### src/rtl/spy_pkg.sv
// Shared definitions for the path delay sampler: controller state encoding
// and default widths / settle length.
package spy_pkg;

  typedef enum logic [2:0] {
    ST_IDLE    = 3'd0,
    ST_LAUNCH  = 3'd1,
    ST_WAIT    = 3'd2,
    ST_CAPTURE = 3'd3,
    ST_SETTLE  = 3'd4,
    ST_REPORT  = 3'd5
  } spy_state_e;

  localparam int TRIAL_W_DEF       = 16;
  localparam int DLY_W_DEF         = 4;
  localparam int SETTLE_CYCLES_DEF = 8;

endpackage

### src/rtl/spy_capture_cell.sv
// Capture cell at the end of the chained delay path: one plain flop that
// samples path_result (no synchronizer; metastability here is the measured
// quantity) plus the compare against the expected polarity.
module spy_capture_cell #(
  parameter bit PATH_INVERTING = 1'b0
) (
  input  logic clk,
  input  logic rst,
  input  logic cap_en,
  input  logic path_result,
  input  logic path_input,
  output logic mismatch
);

  logic sample_d;
  logic sample_q;

  // Hold the sample except on the capture edge.
  always_comb begin
    sample_d = sample_q;
    if (cap_en) sample_d = path_result;
  end

  // The single capture flop; path_result enters the clock domain only here.
  always_ff @(posedge clk or posedge rst) begin
    if (rst) sample_q <= 1'b0;
    else     sample_q <= sample_d;
  end

  assign mismatch = sample_q ^ (path_input ^ PATH_INVERTING);

endmodule

### src/rtl/path_delay_sampler.sv
// Launch/capture controller for a chained delay path. Toggles path_input,
// samples path_result capture_delay+2 cycles after the launch edge, repeats
// for num_trials trials and reports the number of late samples through a
// valid/ready handshake.
// Optional build macro SPY_FIRST_FAIL_EN adds first_fail_idx/first_fail_seen.
module path_delay_sampler
  import spy_pkg::*;
#(
  parameter int TRIAL_W        = TRIAL_W_DEF,
  parameter int DLY_W          = DLY_W_DEF,
  parameter int SETTLE_CYCLES  = SETTLE_CYCLES_DEF,
  parameter bit PATH_INVERTING = 1'b0
) (
  input  logic               clk,
  input  logic               rst,
  input  logic               start,
  input  logic [TRIAL_W-1:0] num_trials,
  input  logic [DLY_W-1:0]   capture_delay,
  output logic               path_input,
  input  logic               path_result,
  output logic               busy,
  output logic               result_valid,
  input  logic               result_ready,
  output logic [TRIAL_W-1:0] mismatch_count
`ifdef SPY_FIRST_FAIL_EN
  ,
  output logic [TRIAL_W-1:0] first_fail_idx,
  output logic               first_fail_seen
`endif
);

  localparam int SET_W = (SETTLE_CYCLES > 1) ? $clog2(SETTLE_CYCLES) : 1;
  localparam logic [SET_W-1:0] SETTLE_LAST = SET_W'(SETTLE_CYCLES - 1);

  spy_state_e         state_d, state_q;
  logic               path_input_d, path_input_q;
  logic               busy_d, busy_q;
  logic               valid_d, valid_q;
  logic [TRIAL_W-1:0] count_d, count_q;
  logic [TRIAL_W-1:0] trials_d, trials_q;
  logic [TRIAL_W-1:0] idx_d, idx_q;
  logic [DLY_W-1:0]   cdly_d, cdly_q;
  logic [DLY_W-1:0]   dly_d, dly_q;
  logic [SET_W-1:0]   set_d, set_q;
`ifdef SPY_FIRST_FAIL_EN
  logic [TRIAL_W-1:0] ffi_d, ffi_q;
  logic               ffs_d, ffs_q;
`endif

  logic cap_en;
  logic mismatch;

  function automatic logic [TRIAL_W-1:0] sat_inc(input logic [TRIAL_W-1:0] v);
    return (v == '1) ? v : v + 1'b1;
  endfunction

  // The capture edge is the one that moves WAIT into CAPTURE.
  assign cap_en = (state_q == ST_WAIT) && (dly_q == '0);

  spy_capture_cell #(
    .PATH_INVERTING (PATH_INVERTING)
  ) u_capture (
    .clk         (clk),
    .rst         (rst),
    .cap_en      (cap_en),
    .path_result (path_result),
    .path_input  (path_input_q),
    .mismatch    (mismatch)
  );

  // Next-state and datapath updates for the launch/capture sequence.
  always_comb begin
    state_d  = state_q;
    count_d  = count_q;
    trials_d = trials_q;
    idx_d    = idx_q;
    cdly_d   = cdly_q;
    dly_d    = dly_q;
    set_d    = set_q;
`ifdef SPY_FIRST_FAIL_EN
    ffi_d    = ffi_q;
    ffs_d    = ffs_q;
`endif
    unique case (state_q)
      ST_IDLE: begin
        if (start) begin
          trials_d = num_trials;
          cdly_d   = capture_delay;
          count_d  = '0;
          idx_d    = '0;
`ifdef SPY_FIRST_FAIL_EN
          ffi_d    = '0;
          ffs_d    = 1'b0;
`endif
          state_d  = (num_trials == '0) ? ST_REPORT : ST_LAUNCH;
        end
      end
      ST_LAUNCH: begin
        dly_d   = cdly_q;
        state_d = ST_WAIT;
      end
      ST_WAIT: begin
        if (dly_q == '0) state_d = ST_CAPTURE;
        else             dly_d   = dly_q - 1'b1;
      end
      ST_CAPTURE: begin
        if (mismatch) begin
          count_d = sat_inc(count_q);
`ifdef SPY_FIRST_FAIL_EN
          if (!ffs_q) begin
            ffi_d = idx_q;
            ffs_d = 1'b1;
          end
`endif
        end
        idx_d   = idx_q + 1'b1;
        set_d   = SETTLE_LAST;
        state_d = ST_SETTLE;
      end
      ST_SETTLE: begin
        if (set_q == '0) state_d = (idx_q < trials_q) ? ST_LAUNCH : ST_REPORT;
        else             set_d   = set_q - 1'b1;
      end
      ST_REPORT: begin
        if (valid_q && result_ready) state_d = ST_IDLE;
      end
      default: state_d = ST_IDLE;
    endcase
    // Launch edge: path_input flips on the edge that enters LAUNCH.
    path_input_d = (state_d == ST_LAUNCH) ? ~path_input_q : path_input_q;
    busy_d       = (state_d != ST_IDLE) && (state_d != ST_REPORT);
    valid_d      = (state_d == ST_REPORT);
  end

  // Control and counter registers; everything returns to idle on rst.
  always_ff @(posedge clk or posedge rst) begin
    if (rst) begin
      state_q      <= ST_IDLE;
      path_input_q <= 1'b0;
      busy_q       <= 1'b0;
      valid_q      <= 1'b0;
      count_q      <= '0;
      trials_q     <= '0;
      idx_q        <= '0;
      cdly_q       <= '0;
      dly_q        <= '0;
      set_q        <= '0;
`ifdef SPY_FIRST_FAIL_EN
      ffi_q        <= '0;
      ffs_q        <= 1'b0;
`endif
    end else begin
      state_q      <= state_d;
      path_input_q <= path_input_d;
      busy_q       <= busy_d;
      valid_q      <= valid_d;
      count_q      <= count_d;
      trials_q     <= trials_d;
      idx_q        <= idx_d;
      cdly_q       <= cdly_d;
      dly_q        <= dly_d;
      set_q        <= set_d;
`ifdef SPY_FIRST_FAIL_EN
      ffi_q        <= ffi_d;
      ffs_q        <= ffs_d;
`endif
    end
  end

  assign path_input     = path_input_q;
  assign busy           = busy_q;
  assign result_valid   = valid_q;
  assign mismatch_count = count_q;
`ifdef SPY_FIRST_FAIL_EN
  assign first_fail_idx  = ffi_q;
  assign first_fail_seen = ffs_q;
`endif

endmodule

### config.mk
export PLATFORM = sky130hd
export DESIGN_NAME = path_delay_sampler
export DESIGN_NICKNAME = d
export VERILOG_FILES = /design/src/rtl/spy_pkg.sv /design/src/rtl/spy_capture_cell.sv /design/src/rtl/path_delay_sampler.sv
export SDC_FILE = /design/constraint.sdc
export NUM_CORES = 1
export LEC_CHECK = 0
export ABC_CLOCK_PERIOD_IN_PS = 2000
export BUFFER_PORTS_ARGS = -buffer_cell sky130_fd_sc_hd__buf_2
export CAP_MARGIN = 40
export CORE_ASPECT_RATIO = 0.6
export CORE_MARGIN = 1.5
export CORE_UTILIZATION = 50
export CTS_CLUSTER_SIZE = 24
export DETAILED_ROUTE_END_ITERATION = 10
export GPL_ROUTABILITY_DRIVEN = 1
export PLACE_DENSITY = 0.73
export SYNTH_ARGS = -nofsm -noshare
export SYNTH_HDL_FRONTEND = slang
export SYNTH_SLANG_ARGS = --single-unit
### constraint.sdc
create_clock -name clk -period 2 [get_ports clk]
set_input_delay 0.2 -clock clk [delete_from_list [all_inputs] [get_ports clk]]
set_output_delay 0.2 -clock clk [all_outputs]
set_load 0.05 [all_outputs]
==> results.json, run 1 <==
{
  "skew_ns": 0.00483,
  "cts_tree": "yes",
  "synth_nets": 436,
  "synth_area_leaders": "dfrtp_1 (47%), ha_1 (7.1%), nand2_1 (6.6%), o21ai_0 (6.1%), nor2_1 (3.3%)",
  "clk_latency_ns": 0.34,
  "fp.dieW_um": 112,
  "portBuffers": 43,
  "avgSynthCellArea_um2": 9.08,
  "via_per_inst": 5.57,
  "setup_viol": 1,
  "ctsRootBufferMaster": "clkbuf_16",
  "die_y_um": 68.3,
  "drcViolationCount": 0,
  "ys_types": 48,
  "clk_path_buf_depth": 2,
  "core_um2": 6760,
  "grt_overflow_total": 0,
  "area_growth_pct": 25.8,
  "cts.reportedPaths.clkPinSlew_ns": 0.05,
  "clkSinkCount": 66,
  "fin_tns_setup_ns": -0.0910,
  "yosysMostFrequentCell": "dfrtp_1",
  "slowest_stage": "dfrtp_1",
  "synth_area_leader_cell": "dfrtp_1",
  "cpPeakStageDelay_ns": 0.39,
  "place_congestion": 0.849,
  "grt_pass1_wl_um": 14200,
  "slew_violations": 0,
  "first_global_vias": 2904,
  "drtIter0Drc": 231,
  "async_reset_ff_frac": 1.00,
  "cp_max_fo": 2,
  "max_cap_violations": 0,
  "synth-edff-count": 0,
  "grt_use_total": 0.245,
  "place_ws_ns": -0.0921,
  "num_vias": 3104,
  "numCtsBuffers": 9,
  "layout.cells.non_filler": 557,
  "outcome": "finished with violations",
  "required_ns": 2.22,
  "ys.warnings.count": 0,
  "drive_gt1_frac": 0.249,
  "pwr_density_cell_nw_per_um2": 724,
  "ir_drop_mv": 0.561,
  "grt_max_degree": 32,
  "cp.arrival_ns": 2.31,
  "ys.flop_type": "dfrtp_1",
  "cp-end-kind": "register",
  "synth_top_cell_area_share": 0.465,
  "drtAntennaViolNets": 0,
  "synth_area_um2": 3550,
  "synthCells": 391,
  "violations": "setup timing",
  "synth.top_cells.by_count": "dfrtp_1 (66), nand2_1 (62), o21ai_0 (43), nor2_1 (31), inv_1 (25)",
  "rsz0062_at_grt": "yes",
  "crit_family": "compound AO/OA/AOI/OAI gates",
  "synth-seq-cells": 66,
  "start_kind": "register",
  "row_count": 23,
  "leakage_nw": 2.23,
  "dp.final_hpwl_um": 6300,
  "layout.nets": 510,
  "numPlacedInstances": 540,
  "slew_headroom": 0.572,
  "htreeDepth": 3,
  "hold_viol_final": 0,
  "drtPass1Iterations": 5,
  "path_buf_inv": 0,
  "die_area_um2": 7630,
  "critPathKind": "register to register",
  "setup_slack_ns": -0.0910,
  "fin_crit_ns": 2.09,
  "wirelength_um": 8730,
  "holdCritPathClass": "primary input to register",
  "timing.fmax_ghz": 0.478,
  "wire_per_inst_um": 15.7,
  "postCtsSetupBuffers": 0,
  "yosysSeqAreaShare": 0.465,
  "fin_crit_sh": 1.05,
  "worstMarginPinSlew_ns": 0.640,
  "pin_count": 44,
  "start_util": 0.525,
  "crit_chain": "ha_1 -> and3_1 -> a221o_1 -> nand4_1 -> o311ai_2 -> a21oi_2 -> mux2_4",
  "antenna_found_initial": 0,
  "n_antenna_cell": 0
}
logic make-up after synthesis:
family / Yosys count / synth area share
and+or+nand+nor: 166 / 0.229
AOI/OAI and AO/OA: 79 / 0.134
DFF: 66 / 0.465
buffers and inverters: 39 / 0.0458
adders and majority gates: 20 / 0.0705
xor gates and xnor gates: 14 / 0.0346
muxes: 7 / 0.0205
final timing paths:
check | to | start | cells after the start | slack (ns)
setup / recovery | busy | idx_q[7] | 7 | -0.09
hold / removal | cdly_q[3] | capture_delay[3] | 3 | 0.05
setup reg to reg | busy | idx_q[7] | 7 | -0.09
hold reg to reg | cdly_q[3] | cdly_q[3] | 2 | 0.48
max in group asynchronous | mismatch_count[1] | rst | 4 | 0.98
min in group asynchronous | idx_q[1] | rst | 3 | 0.44
per-stage QoR:
stage | util | hold WS (ns) | total power (W) | cell area [um2]
final | 0.660 | 0.0500 | 0.00323 | 4460
after global routing | 0.660 | 0.0520 | 0.00333 | 4460
after CTS | 0.653 | 0.0428 | 0.00326 | 4410
after detailed placement | 0.606 | 0.246 | 0.00166 | 4100
after global placement | 0.606 | 0.240 | 0.00165 | 4100
after floorplan | - | 0.305 | 0.00157 | 3590
timing repair:
item | 4_1_cts | 5_1_grt
hold buffers | 1 | 0
cloned | 0 | 0
gates resized for setup | 1 | 12
endpoints found under the setup margin | 2 | 15
endpoints found under the hold margin | 18 | 0
pin swaps | 0 | 6
layout make-up:
cell class / instances / area (um2)
fillers: 530 / 2300
multi-input cells: 286 / 1820
flip-flops and latches: 66 / 1660
repair buffers: 77 / 485
clock buffers: 14 / 264
well taps: 87 / 109
inverters: 25 / 93.8
clock inverters: 2 / 35.0
worst register-to-register path: stages, from the launching register on:
cell and delay [ns]:
dfrtp_1 0.39, ha_1 0.31, and3_1 0.17, a221o_1 0.34, nand4_1 0.10, o311ai_2 0.14, a21oi_2 0.22, mux2_4 0.31
power by group:
part	switching, W	internal, W	total (W)
clock network	0.000568	0.00103	0.00160
logic	0.000161	0.0000787	0.000240
registers	0.0000330	0.00136	0.00139
total	0.000762	0.00247	0.00323
state kept, by name, summed over array words and instances, names as in the netlist, 3 cells and up:
name and cells:
set_q 3, state_q 3, trials_q 16, dly_q 4, idx_q 16, cdly_q 4, mismatch_count 16
cell usage in the layout, fill, tap and decap left out, types with 11 or more instances in the layout:
master	netlist	routed
o21ai_0	43	43
xor2_1	11	11
nand2_1	62	62
buf_2	1	43
dfrtp_1	66	62
nand4_1	12	12
buf_4	0	32
ha_1	20	18
nor2_1	31	27
inv_1	25	23
nand3_1	19	19
per-layer routing:
layer	share of wire	wire length [um]	vias to the layer above	GRT usage
met4	0.017	148	0	0.112
met5	0	0	-	0
met2	0.44	3800	96	0.370
li1	-	-	1507	-
met3	0.053	466	14	0.0611
met1	0.49	4310	1487	0.338
(Power assumes the default switching activity.)
==> run 2, diff against run 1 <==
--- a/config.mk
+++ b/config.mk
@@ -17,4 +17,5 @@
 export PLACE_DENSITY = 0.73
 export SYNTH_ARGS = -nofsm -noshare
 export SYNTH_HDL_FRONTEND = slang
+export SYNTH_HIERARCHICAL = 1
 export SYNTH_SLANG_ARGS = --single-unit
==> run 2 against run 1 <==
Effect of this change: maximum frequency is 9.0% higher; routed wire length is 8.5% lower; final area is 2.4% lower; die area is 0.40% higher; sequential share of layout area is 0.96 points higher; combinational power grew to 8.0 times the previous value; power is 63% higher; sequential power is 34% higher; the run ends with DRC left; highest routed layer unchanged; synthesized area is 0.42% higher.
==> results.json, run 2 <==
{
  "skew_ns": 0.00587,
  "leakage_nw": 2.12,
  "die_area_um2": 7660,
  "violations": "DRC",
  "die_y_um": 68.4,
  "slew_headroom": 0.628,
  "slew_violations": 0,
  "synth-seq-cells": 66,
  "wirelength_um": 7980,
  "fin_crit_sh": 0.959,
  "synth_area_um2": 3560,
  "cp_max_fo": 14,
  "clkSinkCount": 66,
  "ys_types": 52,
  "layout.nets": 500,
  "outcome": "finished with violations",
  "first_global_vias": 2718,
  "drtIter0Drc": 136,
  "numCtsBuffers": 9,
  "antenna_found_initial": 0,
  "rr_endpoint": "mismatch_count[8]",
  "cp-end-kind": "register",
  "worstRegToRegCells": 6,
  "yosysSeqAreaShare": 0.463,
  "pin_count": 44,
  "grt_use_total": 0.225,
  "portBuffers": 43,
  "cp-startpoint": "mismatch_count[8]",
  "start_util": 0.525,
  "grt_max_degree": 66,
  "timing.fmax_ghz": 0.521,
  "grt_pass1_wl_um": 13200,
  "setup_viol": 0,
  "clk_latency_ns": 0.33,
  "crit_end": "mismatch_count[8]",
  "pwr_density_cell_nw_per_um2": 1210,
  "yosysMostFrequentCell": "dfrtp_1",
  "n_antenna_cell": 0,
  "row_count": 23,
  "ys.flop_type": "dfrtp_1",
  "core_um2": 6790,
  "avgSynthCellArea_um2": 9.18,
  "dp.final_hpwl_um": 5700,
  "grt_overflow_total": 0,
  "cp.arrival_ns": 2.13,
  "r2r_slack_ns": 0.08,
  "holdCritPathClass": "primary input to register",
  "final_cell_mix": "dfrtp_1 (60), nand2_1 (57), buf_2 (43)",
  "nFillCells": 560,
  "via_per_inst": 5.39,
  "synth-edff-count": 0,
  "async_reset_ff_frac": 1.00,
  "worstMarginPinSlew_ns": 0.555,
  "critPathKind": "register to register",
  "synthCells": 388,
  "drcViolationCount": 4,
  "cts.reportedPaths.clkPinSlew_ns": 0.06,
  "ys.warnings.count": 6,
  "worstReg2RegStart": "mismatch_count[8]",
  "place_congestion": 0.845,
  "wire_per_inst_um": 14.6,
  "rsz0062_at_grt": "yes",
  "start_kind": "register",
  "stdcell_area_um2": 4360,
  "placed_area_um2": 4040,
  "area_growth_pct": 22.3,
  "fin_crit_ns": 1.92,
  "htreeDepth": 3,
  "synth.top_cells.by_count": "dfrtp_1 (66), nand2_1 (57), o21ai_0 (42), nor2_1 (33), inv_1 (27)",
  "synth_nets": 433,
  "fp.dieW_um": 112,
  "synth_top_cell_area_share": 0.463,
  "num_vias": 2950,
  "ir_drop_mv": 0.575,
  "hold_viol_final": 0,
  "cts_tree": "yes",
  "required_ns": 2.22,
  "drtAntennaViolNets": 0,
  "final_common_cell": "dfrtp_1",
  "max_cap_violations": 0,
  "drtPass1Iterations": 7,
  "synth_area_leaders": "dfrtp_1 (46%), ha_1 (7.0%), nand2_1 (6.0%), o21ai_0 (5.9%), nor2_1 (3.5%)",
  "holdWs_ns": 0.0576,
  "synth_area_leader_cell": "dfrtp_1",
  "clk_path_buf_depth": 2,
  "ctsRootBufferMaster": "clkbuf_16",
  "drive_gt1_frac": 0.235
}
==> run 2: cell types whose count changed after synthesis, moves of 3 or more <==
cell,before,now
a21o_1,5,1
a21oi_1,11,16
a22o_1,4,1
nand2_1,62,57
nand2b_1,4,8
nand3_1,19,13
nor2b_1,4,1
nor3_1,5,9
o211ai_1,4,1
==> run 2: cell type report <==
| class | count | area [um2] | share of cell area |
|---|---|---|---|
| multi-input combinational | 281 | 1770 | 0.407 |
| sequential | 66 | 1660 | 0.381 |
| timing repair buffer | 70 | 433 | 0.0993 |
| clock buffer | 12 | 256 | 0.0589 |
| tap | 87 | 109 | 0.0250 |
| inverter | 27 | 101 | 0.0233 |
| clock inverter | 4 | 26.3 | 0.00603 |
==> run 2: where the power goes <==
part           total [W]  internal [W]  switching [W]
Combinational    0.00192      0.000748        0.00117
Sequential       0.00186       0.00168       0.000176
Clock            0.00149      0.000904       0.000582
==> run 2: worst min-delay path by stage <==
stage / startpoint / end / slack, ns / depth (start not counted)
3_3_place_gp: rst / u_capture/sample_q / 0.05 / 2
5_1_grt: capture_delay[0] / cdly_q[0] / 0.06 / 3
4_1_cts: capture_delay[1] / cdly_q[1] / 0.05 / 3
2_1_floorplan: rst / u_capture/sample_q / -0.07 / 1
6_report: capture_delay[3] / cdly_q[3] / 0.06 / 3
3_5_place_dp: rst / u_capture/sample_q / 0.06 / 2
==> run 2: critical path, stage by stage, from the launching register on <==
cell	delay, ns
dfrtp_2	0.41
and4_4	0.26
nand4_1	0.25
o31a_4	0.48
nand3_1	0.13
xor2_1	0.20
nor2_1	0.06
==> run 2: per-layer routing <==
layer	global-route usage	share of wire	vias up
met1	0.324	0.53	1401
met4	0.0744	0.010	0
met5	0	0	-
li1	-	-	1483
met2	0.330	0.41	56
met3	0.0638	0.046	10
==> run 2: what timing repair did <==
item	4_1_cts	5_1_grt
gates resized for setup	0	7
endpoints found under the setup margin	0	7
hold endpoints to repair	66	0
setup buffers	0	0
hold buffers	1	0
==> run 2: cell families after synthesis <==
| kind of cell | after synthesis | share of synthesized area |
|---|---|---|
| AND/OR/NAND/NOR | 162 | 0.229 |
| AO/OA/AOI/OAI | 78 | 0.134 |
| flip-flops | 66 | 0.463 |
| buffers and inverters | 41 | 0.0478 |
| adder cells (fa/ha/maj) | 20 | 0.0702 |
| XOR/XNOR | 14 | 0.0344 |
| multiplexers | 7 | 0.0211 |
==> run 2: through the flow <==
| step | power (W) | utilization | instances | TNS [ns] | worst slack [ns] |
|---|---|---|---|---|---|
| final | 0.00526 | 0.642 | 547 | 0 | 0.0817 |
| after global routing | 0.00564 | 0.642 | 547 | -0.0100 | -0.0100 |
| after CTS | 0.00522 | 0.637 | 547 | 0 | 0.0495 |
| after detailed placement | 0.00372 | 0.594 | 530 | 0 | 0.0580 |
| after global placement | 0.00367 | 0.594 | 530 | 0 | 0.135 |
| after floorplan | 0.00317 | - | 388 | 0 | 0.00327 |
